[src/rtl/sram_mem_controller.sv]
// MEM-stage bridge from 32-bit loads/stores to a 16-bit asynchronous SRAM.
// Each word is moved as two half-word transfers, stalling the pipeline via ready.
module sram_mem_controller #(
    parameter int unsigned ACCESS_CYCLES = 2,
    parameter logic [31:0] BASE_ADDR     = 32'd1024
) (
    input  logic        clk,
    input  logic        rst,
    input  logic        wr_en,
    input  logic        rd_en,
    input  logic [31:0] address,
    input  logic [31:0] write_data,
    output logic [31:0] read_data,
    output logic        ready,
    output logic [17:0] sram_addr,
    output logic [15:0] sram_dq_out,
    input  logic [15:0] sram_dq_in,
    output logic        sram_dq_oe,
    output logic        sram_we_n,
    output logic        sram_oe_n
);

    localparam logic [1:0] IDLE = 2'd0;
    localparam logic [1:0] LO   = 2'd1;
    localparam logic [1:0] HI   = 2'd2;
    localparam logic [1:0] DONE = 2'd3;

    localparam logic [3:0] LAST_CNT = 4'(ACCESS_CYCLES - 1);

    logic [1:0]  state_reg;
    logic [3:0]  cnt_reg;
    logic        op_write_reg;
    logic [16:0] index_reg;
    logic [31:0] wdata_reg;
    logic [31:0] read_data_reg;
    logic [31:0] offset;
    logic        last_cycle;
    logic        unused_offset_bits;

    // Byte offset from the SRAM window; wraps freely, low two bits discarded.
    assign offset             = address - BASE_ADDR;
    assign unused_offset_bits = ^{offset[31:19], offset[1:0]};
    assign last_cycle         = (cnt_reg == LAST_CNT);

    always_ff @(posedge clk or posedge rst) begin
        if (rst) begin
            state_reg     <= IDLE;
            cnt_reg       <= 4'd0;
            op_write_reg  <= 1'b0;
            index_reg     <= 17'd0;
            wdata_reg     <= 32'd0;
            read_data_reg <= 32'd0;
        end else begin
            case (state_reg)
                IDLE: begin
                    if (wr_en || rd_en) begin
                        state_reg    <= LO;
                        cnt_reg      <= 4'd0;
                        op_write_reg <= wr_en;
                        index_reg    <= offset[18:2];
                        wdata_reg    <= write_data;
                    end
                end
                LO: begin
                    if (last_cycle) begin
                        state_reg <= HI;
                        cnt_reg   <= 4'd0;
                        if (!op_write_reg) read_data_reg[15:0] <= sram_dq_in;
                    end else begin
                        cnt_reg <= cnt_reg + 4'd1;
                    end
                end
                HI: begin
                    if (last_cycle) begin
                        state_reg <= DONE;
                        cnt_reg   <= 4'd0;
                        if (!op_write_reg) read_data_reg[31:16] <= sram_dq_in;
                    end else begin
                        cnt_reg <= cnt_reg + 4'd1;
                    end
                end
                default: state_reg <= IDLE;
            endcase
        end
    end

    // Pin decode depends only on registered state, never on the live request.
    always_comb begin
        sram_addr   = 18'd0;
        sram_dq_out = 16'd0;
        sram_dq_oe  = 1'b0;
        sram_we_n   = 1'b1;
        sram_oe_n   = 1'b1;
        if (state_reg == LO || state_reg == HI) begin
            sram_addr = {index_reg, (state_reg == HI)};
            if (op_write_reg) begin
                sram_dq_oe  = 1'b1;
                sram_we_n   = 1'b0;
                sram_dq_out = (state_reg == HI) ? wdata_reg[31:16] : wdata_reg[15:0];
            end else begin
                sram_oe_n = 1'b0;
            end
        end
    end

    // Combinational so the freeze lands in the same cycle as the request.
    assign ready     = ~(wr_en | rd_en) | (state_reg == DONE);
    assign read_data = read_data_reg;

endmodule

[config.mk]
export PLATFORM = sky130hd
export DESIGN_NAME = sram_mem_controller
export DESIGN_NICKNAME = d
export VERILOG_FILES = /design/src/rtl/sram_mem_controller.sv
export SDC_FILE = /design/constraint.sdc
export NUM_CORES = 1
export LEC_CHECK = 0
export CAP_MARGIN = 20
export CORE_ASPECT_RATIO = 1.1
export CORE_MARGIN = 4
export CORE_UTILIZATION = 34
export DETAILED_ROUTE_END_ITERATION = 12
export DONT_BUFFER_PORTS = 1
export GPL_TIMING_DRIVEN = 0
export MAX_ROUTING_LAYER = met4
export PLACE_DENSITY = 0.46
export SLEW_MARGIN = 20
export SYNTH_ARGS = -nofsm -noshare
export SYNTH_HDL_FRONTEND = slang
export SYNTH_SLANG_ARGS = --single-unit
[constraint.sdc]
create_clock -name clk -period 3.5 [get_ports clk]
set_input_delay 0.875 -clock clk [delete_from_list [all_inputs] [get_ports clk]]
set_output_delay 0.875 -clock clk [all_outputs]
set_load 0.02 [all_outputs]
==> impl_metrics.toml <==
[global_routing]
grt.total_usage_pct = 14.9
overflow = 0
antenna_found_initial = 0
grt_max_degree = 54
grt_pass1_vias = 2909
grt_pass1_wl_um = 15300

[placed_design]
dp.final_hpwl_um = 6920
portBuffers = 0
dp.cells = 542
gp_congestion = 0.763
dpl_cell_area_um2 = 4190

[power_and_ir_drop]
peakVddDrop_uv = 366
power.density_nw_per_um2 = 1110
combinationalPowerShare_pct = 37.3
leakagePower_nw = 2.12
netSwitchingPower_mw = 2.12
clock_power_share_pct = 21.6
switching_share_pct = 42.3
pwr-share-seq_pct = 41.1
p_int_mw = 2.88

[logic_synthesis]
syn_area_um2 = 3970
avgSynthCellArea_um2 = 10.2
synthesis.nets = 483
synth_compound_area_share_pct = 3.94
yosysWarnings = 0
synth-seq-cells = 88
synthXorXnorAreaFrac_pct = 0.221
ys_types = 35
synthAdderAreaFrac_pct = 2.52
synth_cells = 391
synth_top_family_by_area = "simple AND/OR/NAND/NOR gates"
synth_mux_area_share_pct = 13.7
yosysSeqAreaShare_pct = 55.5
synth-simple-area-share_pct = 21.4

[final_layout]
fillCellCount = 1145
fin_area_um2 = 4530
register_area_um2 = 2200
drive_above_1_share_pct = 15.4
multi_input_area_um2 = 1660
fin_cells = 558
antennaDiodeCount = 0
nNetsFinal = 495
area_growth_pct = 14.0

[floorplanning]
core_area_um2 = 11400
die_area_um2 = 13500
die_w_um = 111
placementRows = 41
die_y_um = 121
ioPinCount = 154
start_util_pct = 34.7

[drt]
vias = 2722
wl_per_cell_um = 16.8
ant_nets = 0
drt_wl_total_um = 9400
dr.pass1.iters = 4
drt_iter0_drc = 75
routed_via_density = 4.88
drc = 0

[clock_tree]
post_cts_buffers = 0
postCtsResizedCells = 0
cts.htree.levels = 3
clockBufferDepth = 2
cts_buffers = 9
path_clk_slew_ns = 0.06
clk-insertion-delay-late_ns = 0.33
cts_tree = "built"
clkSinkCount = 88
clock_tree.root_cell = "clkbuf_16"
cts_hold_buf = 0

[hold_path]
hold_class = "in -> async"

[setup_path]
crit_fanout = 10
cp_common_cell = "buf_2"
path_class = "reg -> out"
worstSetupStartpoint = "state_reg[0]"
rr_startpoint = "state_reg[0]"
start_kind = "flip-flop"
max_stage_delay_ns = 0.43
r2r_slack_ns = 1.26
crit_slowest_cell = "dfrtp_1"
crit_chain = "inv_1 -> ha_1 -> buf_2 -> buf_2 -> mux2i_1 -> nor2_1"
critPathRequiredTime_ns = 2.62
path_buf_inv = 3
crit_path_end_kind = "output port"
cpLargestDelayFamily = "buffers and inverters"
critical_path_arrival_ns = 2.39

[sta]
tightest_slew_ns = 0.587
skew_ns = 0.00646
fin_crit_ns = 3.26
hold_violations = 0
setup_viol = 0
clock.fmax_ghz = 0.307
rsz0062_at_grt = "false"
holdWs_ns = 0.394
slew_viol_final = 0
finalCritPeriodShare_pct = 93.2
slew_headroom_pct = 60.9

[run]
cap_violations = 0

[run_status]
status = "finished, final reports clean"
logic make-up (layout without fill, tap and decap cells):
group / after synthesis / count (layout)
AND/OR/NAND/NOR: 193 / 193
flip-flops: 88 / 88
multiplexers: 50 / 50
buffers and inverters: 28 / 45
AO/OA/AOI/OAI: 23 / 23
adder cells (fa/ha/maj): 8 / 8
XOR/XNOR: 1 / 1
through the flow:
step	util (%)	power (mW)	setup slack (ns)	TNS, ns
floorplan	-	3.53	0.346	0
global placement	36.3	3.95	-0.776	-67.69
detailed placement	36.6	4.00	0.524	0
CTS	39.6	5.11	0.162	0
global route	39.6	5.40	0.0128	0
finish	39.6	5.00	0.238	0
path summary, 6_finish.rpt:
path | end | depth (start not counted)
worst max-delay path | sram_dq_out[14] | 6
worst min-delay path | read_data[28] | 1
worst max register to register | wdata_reg[16] | 8
worst min register to register | index_reg[2] | 2
max in group asynchronous | index_reg[12] | 2
min in group clk | index_reg[2] | 2
cell usage after synthesis (all sizes together):
| master | instances | share of area [%] |
|---|---|---|
| and2 | 17 | 2.7 |
| a221oi | 2 | 0.44 |
| buf | 7 | 0.82 |
| o21ai | 5 | 0.63 |
| a31oi | 5 | 0.79 |
| inv | 9 | 0.85 |
| a21o | 1 | 0.19 |
| nand3 | 2 | 0.25 |
| o31ai | 2 | 0.38 |
| or3b | 2 | 0.44 |
| or2 | 3 | 0.47 |
| nor3b | 2 | 0.38 |
| o21a | 1 | 0.19 |
| dfrtp | 88 | 55 |
| nand2b | 4 | 0.63 |
| a22o | 2 | 0.44 |
| ha | 8 | 2.5 |
| xnor2 | 1 | 0.22 |
| or4 | 4 | 0.85 |
| mux2 | 33 | 9.4 |
| nand4b | 1 | 0.22 |
| a221o | 1 | 0.25 |
| o22ai | 2 | 0.32 |
| a21oi | 1 | 0.13 |
| mux2i | 17 | 4.3 |
| o211ai | 1 | 0.19 |
| nand2 | 132 | 12 |
| nor2 | 22 | 2.1 |
| nor4b | 1 | 0.38 |
| or3 | 3 | 0.50 |
| clkbuf | 12 | 1.1 |
power by group through the flow:
stage	logic [mW]	registers, mW	clock network, mW
2_1_floorplan	1.55	1.98	0
3_3_place_gp	1.88	2.06	0
3_5_place_dp	1.92	2.08	0
4_1_cts	1.92	2.06	1.12
5_1_grt	2.11	2.12	1.16
6_report	1.87	2.06	1.08
layout make-up:
class                           instances  area share, %
Sequential cell                        88           48.7
Multi-Input combinational cell        275           36.6
Clock buffer                           10           5.06
Tap cell                              150           4.15
Clock inverter                          6           2.38
Buffer                                 19           1.71
Inverter                                9          0.857
Timing Repair Buffer                    1          0.608
routing by layer:
metal	GRT usage, %	vias to the layer above	share of wire, %
li1	-	1297	-
met1	18.1	1318	44
met2	23.1	96	47
met3	4.99	11	6.7
met4	5.70	0	2.1
met5	-	-	0
cells in the final DEF (no fill, tap or decap), types with 3 or more instances in the layout:
| cell type | synthesis | layout |
|---|---|---|
| a31oi_1 | 5 | 5 |
| and2_1 | 17 | 17 |
| buf_2 | 5 | 5 |
| bufinv_16 | 0 | 3 |
| clkbuf_1 | 12 | 13 |
| clkbuf_16 | 0 | 9 |
| dfrtp_1 | 88 | 88 |
| ha_1 | 8 | 8 |
| inv_1 | 9 | 8 |
| mux2_2 | 33 | 33 |
| mux2i_1 | 17 | 17 |
| nand2_1 | 132 | 132 |
| nand2b_1 | 4 | 4 |
| nor2_1 | 22 | 22 |
| o21ai_0 | 4 | 4 |
| or2_2 | 3 | 3 |
| or4_1 | 3 | 3 |
No activity file was read; power rests on OpenSTA's default activity.
